### config.mk
export PLATFORM = sky130hd
export DESIGN_NAME = change_monitor
export DESIGN_NICKNAME = d
export VERILOG_FILES = /design/src/rtl/change_monitor.sv
export SDC_FILE = /design/constraint.sdc
export NUM_CORES = 1
export LEC_CHECK = 0
export ABC_CLOCK_PERIOD_IN_PS = 10000
export BUFFER_PORTS_ARGS = -buffer_cell sky130_fd_sc_hd__clkbuf_2
export CORE_MARGIN = 8
export CORE_UTILIZATION = 60
export DETAILED_ROUTE_END_ITERATION = 6
export PLACE_DENSITY = 0.91
export SYNTH_ARGS = -nofsm -noshare
export SYNTH_HDL_FRONTEND = slang
export SYNTH_SLANG_ARGS = --single-unit
### constraint.sdc
create_clock -name clk -period 10 [get_ports clk]
set_input_delay 1.5 -clock clk [delete_from_list [all_inputs] [get_ports clk]]
set_output_delay 1.5 -clock clk [all_outputs]
set_load 0.02 [all_outputs]
### src/rtl/change_monitor.sv
// Change monitor: timestamps value changes on two watched buses and queues
// them in a show-ahead event FIFO with sticky overflow and drop counting.
module change_monitor #(
  parameter int WIDTH = 32,
  parameter int DEPTH = 8,
  parameter int TS_W  = 16
) (
  input  logic             clk,
  input  logic             rst,
  input  logic             en,
  input  logic [WIDTH-1:0] sig_a,
  input  logic [WIDTH-1:0] sig_b,
  output logic             ev_valid,
  input  logic             ev_ready,
  output logic [1:0]       ev_mask,
  output logic [TS_W-1:0]  ev_time,
  output logic [WIDTH-1:0] ev_a,
  output logic [WIDTH-1:0] ev_b,
  output logic             ovf,
  input  logic             ovf_clr,
  output logic [7:0]       drop_cnt
);

  localparam int AW    = (DEPTH > 1) ? $clog2(DEPTH) : 1;
  localparam int ENT_W = 2 + TS_W + 2 * WIDTH;
  localparam logic [AW:0] DEPTH_C = (AW + 1)'(DEPTH);

  logic [ENT_W-1:0] mem_q [DEPTH];
  logic [AW-1:0]    wr_ptr_q, rd_ptr_q;
  logic [AW:0]      count_q;
  logic [TS_W-1:0]  ts_q;
  logic             base_pend_q;
  logic [WIDTH-1:0] last_a_q, last_b_q;
  logic             ovf_q;
  logic [7:0]       drop_cnt_q;

  logic [1:0]       mask_d;
  logic             sample_d, push_d, pop_d, full_d, drop_d, wr_en_d;
  logic             ovf_d;
  logic [7:0]       drop_cnt_d;
  logic [ENT_W-1:0] head_d;

  always_comb begin
    mask_d   = {sig_b != last_b_q, sig_a != last_a_q};
    sample_d = en & ~base_pend_q;
    push_d   = sample_d & (|mask_d);
    pop_d    = ev_ready & (count_q != '0);
    full_d   = (count_q == DEPTH_C);
    // A pop frees the head slot on the same edge, so a full FIFO can still accept.
    drop_d   = push_d & full_d & ~pop_d;
    wr_en_d  = push_d & ~drop_d;
  end

  always_comb begin
    ovf_d      = ovf_clr ? 1'b0 : ovf_q;
    drop_cnt_d = ovf_clr ? 8'd0 : drop_cnt_q;
    if (drop_d) begin
      ovf_d = 1'b1;
      if (drop_cnt_d != 8'hFF) drop_cnt_d = drop_cnt_d + 8'd1;
    end
  end

  always_ff @(posedge clk) begin
    if (rst) begin
      ts_q        <= '0;
      base_pend_q <= 1'b1;
      last_a_q    <= '0;
      last_b_q    <= '0;
      wr_ptr_q    <= '0;
      rd_ptr_q    <= '0;
      count_q     <= '0;
      ovf_q       <= 1'b0;
      drop_cnt_q  <= 8'd0;
    end else begin
      ts_q       <= ts_q + 1'b1;
      ovf_q      <= ovf_d;
      drop_cnt_q <= drop_cnt_d;
      if (en) begin
        base_pend_q <= 1'b0;
        last_a_q    <= sig_a;
        last_b_q    <= sig_b;
      end
      if (wr_en_d) wr_ptr_q <= wr_ptr_q + 1'b1;
      if (pop_d)   rd_ptr_q <= rd_ptr_q + 1'b1;
      case ({wr_en_d, pop_d})
        2'b10:   count_q <= count_q + 1'b1;
        2'b01:   count_q <= count_q - 1'b1;
        default: count_q <= count_q;
      endcase
    end
  end

  always_ff @(posedge clk) begin
    if (!rst && wr_en_d) mem_q[wr_ptr_q] <= {mask_d, ts_q, sig_a, sig_b};
  end

  assign head_d   = mem_q[rd_ptr_q];
  assign ev_valid = (count_q != '0);
  assign ev_mask  = head_d[ENT_W-1 -: 2];
  assign ev_time  = head_d[2*WIDTH +: TS_W];
  assign ev_a     = head_d[WIDTH +: WIDTH];
  assign ev_b     = head_d[0 +: WIDTH];
  assign ovf      = ovf_q;
  assign drop_cnt = drop_cnt_q;

endmodule

==> metrics.cfg <==
[outcome]
outcome = finished, final reports clean

[clock_network]
hold_buffers = 0
cts_tree = built
htreeDepth = 3
insertion_delay_ns = 0.61
cts_setup_buffers = 0
root_buffer = clkbuf_16
clkSinkCount = 759
cts_resized = 0
path_clk_slew_ns = 0.06
numCtsBuffers = 74
ctsLongestPathBuffers = 3

[timing]
hold_viol_final = 0
slew-limit-headroom_pct = 26.2
fin_crit_sh_pct = 49.0
tns_ns = 0
maxSlewViolCount = 0
skew_ns = 0.0211
fmax_ghz = 0.204
finalSetupViolCount = 0
worst_pin_slew_ns = 1.11
grt_setup_unrepaired = no
fin_crit_ns = 4.90

[critical_path]
rrSetupSlack_ns = 5.93
r2r-end = mem_q[5][15]$_DFFE_PP_
path_class = reg -> out
slowest_delay_ns = 0.92
r2r_start = last_a_q[26]$_SDFFE_PP0P_
cp-end-kind = output port
crit_arrival_ns = 3.40
cp-start-kind = flip-flop
crit_required_ns = 8.50
crit_chain = buf_4 > mux4_2 > mux2_2 > clkbuf_2
cp_slowest_cell = buf_4
cp_max_fo = 76
r2r_cells = 8

[route]
vias = 14500
drt_iter0_markers = 1535
viasPerCell = 6.23
remaining_drc_errors = 0
drt_pass1_iterations = 5
totalWireLength_um = 61100
wire_per_inst_um = 26.3
postRouteAntennaNets = 0

[logic_synthesis]
syn_nets = 1521
muxShareOfSynthArea_pct = 18.1
synth_xor_xnor_area_share_pct = 2.60
yosys_warnings = 0
syn_area_um2 = 29300
synth-adder-area-share_pct = 0.324
synth_edf_count = 656
yosysSeqAreaShare_pct = 74.2
ys_ff_latch = 759
synthArstFlopShare_pct = 0
synthCells = 1445
synth_top_flop_cell = edfxtp_1
synth_compound_area_share_pct = 0.482
synth_top_family_by_area = multiplexers
synth-simple-area-share_pct = 3.23
synth_cell_types = 49
avgSynthCellArea_um2 = 20.3

[die]
die_h_um = 237
ios = 161
initial_core_util_pct = 60.3
core_um2 = 48600
row_count = 81
dieArea_um2 = 56200
die_w_um = 237

[pwr]
internal-power_uw = 5550
power_density_nw_per_um2 = 220
p_sw_share_pct = 23.9
pwr-share-clk_pct = 37.2
p_leak_uw = 0.0110
seq_power_share_pct = 48.4
combinationalPowerShare_pct = 14.4
p_switching_uw = 1750
peakVddDrop_v = 0.000147

[finish]
finalInstanceArea_um2 = 33300
layout_commonest_cell = edfxtp_1
drive_gt1_share_pct = 33.3
mostFrequentLayoutCells = edfxtp_1 (656), mux4_2 (164), clkbuf_2 (158)
final_core_util_pct = 68.4
nNetsFinal = 1712
areaGrowthSynthToFinish_pct = 13.4
fillers = 2825

[place]
place.gp.congestion = 0.770
dp_hpwl_um = 34000
placed_area_um2 = 30900
io_buffer_count = 160

[global_route]
grt_start_max_net_pins = 77
grt.total_usage_pct = 21.9
grt_pass1_wl_um = 93300
grt_pass1_vias = 15500
overflow = 0
antenna_found_initial = 2

[worst_hold_path]
hp-class = reg -> reg
hp-start = base_pend_q$_SDFFE_PP1P_
hold_depth = 1
min_to = base_pend_q$_SDFFE_PP1P_

[flow_run]
maxCapViolations = 0

## sequential cells by signal (all words and copies together), names as in the netlist, named ones only
signal	cells
mem_q	656
wr_ptr_q	3
drop_cnt	8
ts_q	16
last_b_q	32
rd_ptr_q	3
count_q	4
ovf	1
base_pend_q	1
last_a_q	32
## worst max-delay path, delay by kind of cell, from the launching register on
family	cells	cell delay (ns)
flops	1	0.83
mux	2	0.75
buf+inv	2	1.09
## power groups by stage
stage                     logic, uW  registers, uW  clock network (uW)
final                          1050           3540                2720
after floorplan                 792           3560                   0
after global placement         1030           3600                   0
after detailed placement       1060           3600                   0
after CTS                      1070           3540                2760
after global routing           1130           3540                2880
## final cells by class
cell class	count	area (um^2)	area share (%)
Sequential cell	759	21800	65.5
Inverter	5	18.8	0.0564
Tap cell	622	778	2.34
Clock inverter	41	375	1.13
Timing Repair Buffer	183	978	2.94
Antenna cell	4	10.0	0.0301
Clock buffer	94	2010	6.04
Multi-Input combinational cell	613	7320	22.0
## how the worst max path moves through the flow
stage / endpoint / slack [ns] / cells after the start
finish: ev_a[6] / 5.10 / 4
global route: ev_a[30] / 4.95 / 4
CTS: ev_a[12] / 5.05 / 4
detailed placement: mem_q[5][18]$_DFFE_PP_ / 4.53 / 9
global placement: mem_q[5][14]$_DFFE_PP_ / 4.65 / 9
floorplan: mem_q[3][0]$_DFFE_PP_ / 0.92 / 7
## stage by stage
stage | total power [uW] | setup WS (ns) | hold WS (ns) | std cells
finish | 7300 | 5.10 | 0.473 | 2321
global route | 7550 | 4.95 | 0.494 | 2317
CTS | 7370 | 5.05 | 0.475 | 2317
detailed placement | 4660 | 4.53 | 0.462 | 2182
global placement | 4630 | 4.65 | 0.427 | 2182
floorplan | 4360 | 0.917 | 0.422 | 1445
## synthesized netlist by cell type (6+ instances only)
master | n | area share, %
edfxtp_1 | 656 | 67
mux4_2 | 164 | 13
dfxtp_1 | 103 | 7.0
nor2_1 | 100 | 1.3
mux2_2 | 82 | 3.1
xnor2_1 | 72 | 2.1
mux2i_1 | 67 | 2.3
clkbuf_1 | 34 | 0.43
nand4_1 | 19 | 0.41
buf_2 | 16 | 0.27
buf_1 | 15 | 0.19
nand3_1 | 15 | 0.26
xor2_1 | 15 | 0.45
nand2_1 | 11 | 0.14
nor2b_1 | 9 | 0.19
ha_1 | 6 | 0.26
## cell families (layout without fill, tap and decap cells)
| group | count (synthesis) | count (layout) |
|---|---|---|
| AO/OA/AOI/OAI | 17 | 17 |
| buffers and inverters | 73 | 323 |
| multiplexers | 315 | 315 |
| adder cells (fa/ha/maj) | 7 | 7 |
| XOR/XNOR | 87 | 87 |
| flip-flops | 759 | 759 |
| other | 0 | 4 |
| AND/OR/NAND/NOR | 187 | 187 |
## per-layer routing
| metal | vias up | global-route usage (%) | wire length (um) | part of all wire [%] |
|---|---|---|---|---|
| li1 | 6177 | - | - | - |
| met1 | 7570 | 28.4 | 23500 | 39 |
| met2 | 593 | 36.5 | 31300 | 51 |
| met3 | 108 | 4.52 | 4550 | 7.4 |
| met4 | 2 | 8.24 | 1700 | 2.8 |
| met5 | - | 0 | 13 | 0.021 |
Note: power is estimated with default switching activity, not from simulation.
